`config.mk`:
```
export PLATFORM = sky130hd
export DESIGN_NAME = deserializer
export DESIGN_NICKNAME = d
export VERILOG_FILES = /design/src/rtl/cache_pkg.sv /design/src/rtl/deserializer.sv
export SDC_FILE = /design/constraint.sdc
export NUM_CORES = 1
export LEC_CHECK = 0
export BUFFER_PORTS_ARGS = -buffer_cell sky130_fd_sc_hd__buf_2
export CAP_MARGIN = 20
export CORE_ASPECT_RATIO = 1.75
export CORE_MARGIN = 1
export CORE_UTILIZATION = 45
export DETAILED_ROUTE_END_ITERATION = 12
export GPL_TIMING_DRIVEN = 0
export PLACE_DENSITY = 0.81
export SKIP_CTS_REPAIR_TIMING = 1
export SYNTH_ARGS = -nofsm -noshare
export SYNTH_HDL_FRONTEND = slang
export SYNTH_SLANG_ARGS = --single-unit
```
`constraint.sdc`:
```
create_clock -name clk -period 3.82 [get_ports clk]
set_input_delay 0.764 -clock clk [delete_from_list [all_inputs] [get_ports clk]]
set_output_delay 0.764 -clock clk [all_outputs]
set_load 0.01 [all_outputs]
```
`src/rtl/cache_pkg.sv`:
```
// Shared constants and types for the cache refill datapath.
// Latency: n/a (declarations only).
// Backpressure: n/a (declarations only).
package cache_pkg;

    localparam int WORD_W         = 32;
    localparam int WORDS_PER_LINE = 8;
    localparam int LINE_W         = WORD_W * WORDS_PER_LINE;

    typedef enum logic {
        FILL = 1'b0,
        FULL = 1'b1
    } deser_state_t;

    typedef logic [LINE_W-1:0] line_t;

endpackage

```
`src/rtl/deserializer.sv`:
```
// Collects WORDS_PER_LINE memory beats into one cache line (beat 0 in the low word).
// Latency: line_valid rises 1 clk after the handshake of the last beat.
// Backpressure: word_ready drops while a line is held or abort is high; the line is held until line_ready.
//
// Ports:
//   clk, rst_n                 clock, asynchronous active-low reset
//   word_in/word_valid/word_ready   memory-side beat handshake
//   abort                      synchronous discard of the partial or held line
//   line_out/line_valid/line_ready  cache-side line handshake
//   beat_cnt                   beats captured in the current line, 0..WORDS_PER_LINE
module deserializer #(
    parameter int WORD_W         = 32,
    parameter int WORDS_PER_LINE = 8
) (
    input  logic                                clk,
    input  logic                                rst_n,
    input  logic [WORD_W-1:0]                   word_in,
    input  logic                                word_valid,
    output logic                                word_ready,
    input  logic                                abort,
    output logic [WORD_W*WORDS_PER_LINE-1:0]    line_out,
    output logic                                line_valid,
    input  logic                                line_ready,
    output logic [$clog2(WORDS_PER_LINE):0]     beat_cnt
);
    import cache_pkg::*;

    localparam int LINE_W = WORD_W * WORDS_PER_LINE;
    localparam int IDX_W  = $clog2(WORDS_PER_LINE);
    localparam int CNT_W  = IDX_W + 1;

    deser_state_t             state_q;
    deser_state_t             state_d;
    logic [CNT_W-1:0]         cnt_q;
    logic [LINE_W-1:0]        line_q;
    logic                     beat_hs;
    logic                     last_beat;
    logic [IDX_W-1:0]         wr_idx;

    // The counter has one extra bit so it can read WORDS_PER_LINE while full;
    // only the low bits address the line.
    assign wr_idx    = cnt_q[IDX_W-1:0];
    assign last_beat = (cnt_q == CNT_W'(WORDS_PER_LINE - 1));

    always_comb begin
        word_ready = (state_q == FILL) && !abort;
        beat_hs    = word_valid && word_ready;
        state_d    = state_q;
        if (abort) begin
            state_d = FILL;
        end else if (state_q == FILL) begin
            if (beat_hs && last_beat) begin
                state_d = FULL;
            end
        end else if (line_ready) begin
            state_d = FILL;
        end
    end

    always_ff @(posedge clk or negedge rst_n) begin
        if (!rst_n) begin
            state_q <= FILL;
            cnt_q   <= '0;
            line_q  <= '0;
        end else begin
            state_q <= state_d;
            if (abort) begin
                cnt_q <= '0;
            end else if (beat_hs) begin
                line_q[wr_idx*WORD_W +: WORD_W] <= word_in;
                cnt_q                           <= cnt_q + CNT_W'(1);
            end else if ((state_q == FULL) && line_ready) begin
                cnt_q <= '0;
            end
        end
    end

    // Upper words are not cleared between lines; they are stale until overwritten.
    assign line_out   = line_q;
    assign line_valid = (state_q == FULL);
    assign beat_cnt   = cnt_q;

endmodule

```
==> impl_summary.log <==
[metrics] run status: finished, final reports clean
[metrics] startpoint class of the critical path: flip-flop
[metrics] max-slew violations: 0
[metrics] synthesized instance count: 773
[metrics] Slew headroom: 42.38%
[metrics] Clock power frac: 35.3%
[metrics] setup slack, reg-to-reg: 0.70 ns
[metrics] library cell used as clock root buffer: sky130_fd_sc_hd__clkbuf_16
[metrics] Core ar.: 23930 µm²
[metrics] Initial Util: 45.73%
[metrics] critical path, cell by cell: inv_1, ha_1, ha_1, nor2b_1, clkbuf_1, o2111ai_1, buf_2, mux2_2
[metrics] filler cell count in the final layout: 1964
[metrics] worst reg-to-reg path cell count: 8
[metrics] top cell type's share of synthesized area: 59.68%
[metrics] clock-pin slew reported for the worst setup and hold paths after clock tree synthesis: 0.06 ns
[metrics] leakage power of the design: 7.915 nW
[metrics] GRT Residual Overflow: 0
[metrics] cell taking the most area after synthesis: sky130_fd_sc_hd__dfrtp_1
[metrics] vias per cell: 5.302
[metrics] time the worst path needs with I/O delays and setup: 3.121 ns
[metrics] Detail Placement HPWL: 21610 µm
[metrics] initial antenna violation count: 0
[metrics] CTS buffer count: 24
[metrics] synthesis warning total: 0
[metrics] final number of hold-violating endpoints: 0
[metrics] switching fraction of total power: 27.48%
[metrics] wire length of the first global-routing pass: 45730 µm
[metrics] pin count of the biggest net entering global routing: 129
[metrics] combinational share of power: 18.2%
[metrics] end point of the critical path: line_out[134]
[metrics] DRC errors left: 0
[metrics] count of vias placed by the detailed router: 7540
[metrics] async set-reset flop share out of synthesis: 100.0%
[metrics] P per Cell Area: 512.9 nW/µm²
[metrics] min setup slack post-route: 0.6989 ns
[metrics] Ports: 299
[metrics] Avg Cell Area, Syn: 14.16 µm²
[metrics] unrepaired setup endpoints after global routing: false
[metrics] number of cells in the design after placement: 1381
[metrics] cells taking the most area after synthesis: sky130_fd_sc_hd__dfrtp_1, sky130_fd_sc_hd__mux2_2, sky130_fd_sc_hd__mux2_1
[metrics] worst min-delay path category: primary input to async pin
[metrics] number of levels the H-tree was split into: 1
[metrics] number of placement rows: 75
[metrics] final antenna diode count: 0
[metrics] unique cell type count in the Yosys netlist: 33
[metrics] Main synth FF type: sky130_fd_sc_hd__dfrtp_1
[metrics] vias in the first global route: 7928
[metrics] critical path launch point: beat_cnt[1]
[metrics] required time at the worst-slack endpoint: 4.22 ns
[metrics] maximum cell stage delay along the critical path: 0.52 ns
[metrics] fin nets: 1140
[metrics] TritonCTS clock tree: done
[metrics] Clock Sink Count: 261
[metrics] global-route usage over all layers: 23.97%
[metrics] fmax: 320.4 MHz
[metrics] Worst Path Arrival: 3.52 ns
[metrics] detailed-router iteration count before antenna repair: 4
[metrics] final count of negative-setup-slack endpoints: 0
[metrics] full die area: 24970 µm²
[metrics] number of max-cap violations: 0
[metrics] violation count after the first detailed-routing iteration: 335
[metrics] switching component of the power: 1.931 mW
[metrics] Setup crit end kind: flip-flop
[metrics] type of the worst setup path: flip-flop to flip-flop
[metrics] number of antenna-violating nets in the routed design: 0
[metrics] Internal Dissipation: 5.096 mW
[metrics] startpoint of the worst-slack reg-to-reg timing path: beat_cnt[1]
[metrics] Syn Std Cell Area: 10940 µm²
[metrics] sequential group share of total power: 46.5%
[metrics] RD Place Congestion: 0.8272
[metrics] setup slack after placement: 0.6994 ns
[metrics] number of enable-type register cells in the synthesized netlist: 0
[metrics] largest fanout on the critical path: 10
[metrics] insertion delay of the later-clocked pin in the worst-skew pair: 0.53 ns
[metrics] sequential fraction of the synthesis area: 59.68%
[metrics] crit share post-route: 81.70%
[metrics] master of the slowest instance on the critical path: sky130_fd_sc_hd__dfrtp_1
[metrics] ratio of cells with drive above 1 in the final layout: 49.64%
[metrics] die height: 208.3 µm
[metrics] critical register-to-register path endpoint: line_out[134]
[metrics] average detailed-routed wire length per instance: 20.80 µm
[metrics] maximum count of clock buffers along a single path: 3
[metrics] maximum resistive drop on vdd: 0.4367 mV
[metrics] worst slew pin tran: 0.8612 ns
[metrics] die boundary width: 119.9 µm
[metrics] final routed wirelength across all metal layers: 29580 µm
[metrics] Synthesized Nets: 814
[metrics] number of storage elements in the synthesis netlist: 261
[metrics] most used cell, CP: sky130_fd_sc_hd__ha_1
[metrics] final standard cell count with taps included and fillers excluded: 1422
[metrics] layout overhead on the synthesized area: 25.19%
[metrics] count of port buffers added during placement: 298
[metrics] worst-case clock skew: 0.01026 ns
## per-layer routing
metal  track usage (%)  vias up  share of wire, %
li1                  -     3350                 -
met3             3.207       82               4.6
met1             28.22     3849                38
met4             13.84        0               5.8
met2             41.52      259                52
met5                 0        -                 0
## worst max-delay path, delay by kind of cell (launching register included)
family          cells  cell delay [ns]
compound gates      1             0.46
mux                 1             0.31
flops               1             0.52
simple gates        1             0.17
buf+inv             3             0.81
fa+ha+maj           2             0.71
## state kept, by name, summed over array words and instances (netlist names)
| signal | count |
|---|---|
| line_valid | 1 |
| line_out | 256 |
| beat_cnt | 4 |
## worst min path at each step
| stage | from | depth (start not counted) | slack, ns | to |
|---|---|---|---|---|
| final | rst_n | 1 | 0.08 | line_out[36] |
| after global routing | rst_n | 1 | 0.08 | line_out[228] |
| after CTS | rst_n | 1 | 0.06 | line_out[36] |
| after detailed placement | line_out[166] | 1 | 0.47 | line_out[166] |
| after global placement | line_out[255] | 1 | 0.46 | line_out[255] |
| after floorplan | rst_n | 0 | 0.47 | beat_cnt[0] |
## power by group through the flow
stage | clock [mW] | combinational (mW) | sequential, mW
6_report | 2.48 | 1.28 | 3.27
5_1_grt | 2.63 | 1.39 | 3.30
4_1_cts | 2.53 | 1.30 | 3.26
3_5_place_dp | 0 | 1.30 | 3.31
3_3_place_gp | 0 | 1.25 | 3.29
2_1_floorplan | 0 | 0.484 | 3.46
## area by class of cell
| class | instances | area, µm² | area share [%] |
|---|---|---|---|
| plain buffers | 52 | 260.3 | 1.900 |
| clock buffers | 32 | 680.7 | 4.968 |
| multi-input cells | 441 | 4080 | 29.78 |
| flip-flops and latches | 261 | 6531 | 47.68 |
| inverters | 19 | 71.32 | 0.5206 |
| well taps | 308 | 385.4 | 2.813 |
| repair buffers | 300 | 1556 | 11.36 |
| clock inverters | 9 | 133.9 | 0.9773 |
## cell usage in the layout (no fill, tap or decap), types with 2 or more instances in the layout
cell                        synthesis  routed
sky130_fd_sc_hd__and2_1            64      64
sky130_fd_sc_hd__and3_1            66      66
sky130_fd_sc_hd__buf_16             0       2
sky130_fd_sc_hd__buf_2             13     310
sky130_fd_sc_hd__buf_6              6       6
sky130_fd_sc_hd__bufinv_16          0       3
sky130_fd_sc_hd__clkbuf_1          32      35
sky130_fd_sc_hd__clkbuf_16          0      24
sky130_fd_sc_hd__clkbuf_8           0       5
sky130_fd_sc_hd__clkinv_2           0       4
sky130_fd_sc_hd__dfrtp_1          261     261
sky130_fd_sc_hd__ha_1               4       4
sky130_fd_sc_hd__inv_1             19      19
sky130_fd_sc_hd__mux2_1            52      52
sky130_fd_sc_hd__mux2_2           190     190
sky130_fd_sc_hd__mux2i_1           16      16
sky130_fd_sc_hd__nand2_1            3       3
sky130_fd_sc_hd__nand3_1           16      16
sky130_fd_sc_hd__nand4_1            2       2
sky130_fd_sc_hd__nor2_1             5       5
sky130_fd_sc_hd__nor2b_1            4       4
sky130_fd_sc_hd__nor4_4             2       2
sky130_fd_sc_hd__o2111ai_1          3       3
## cells by family (layout without fill, tap and decap cells)
logic type      Yosys count  count (layout)  share of synthesized area [%]
flops                   261             261                          59.68
mux                     258             258                          26.37
simple gates            170             170                          9.856
buf+inv                  71             412                          3.030
compound gates            9               9                         0.6060
fa+ha+maj                 4               4                         0.4574
## cell usage after synthesis (all sizes together) (2+ instances only)
cell	n
nand2	3
and3	66
nor2b	4
or3b	2
ha	4
nand3	16
o2111ai	3
mux2i	16
and2	64
nor4	2
inv	19
nor2	5
mux2	242
nand4	2
clkbuf	32
dfrtp	261
buf	20
## stage by stage
stage | instance area [µm²] | TNS (ns) | hold WS [ns] | utilization [%] | total power, mW
after floorplan | 10940 | 0 | 0.4684 | - | 3.949
after global placement | 12820 | -661.20 | 0.4630 | 53.57 | 4.541
after detailed placement | 12880 | 0 | 0.4692 | 53.85 | 4.605
after CTS | 13700 | 0 | 0.06399 | 57.25 | 7.095
after global routing | 13700 | 0 | 0.07594 | 57.25 | 7.319
final | 13700 | 0 | 0.07827 | 57.25 | 7.027
Note: power is estimated with default switching activity, not from simulation.
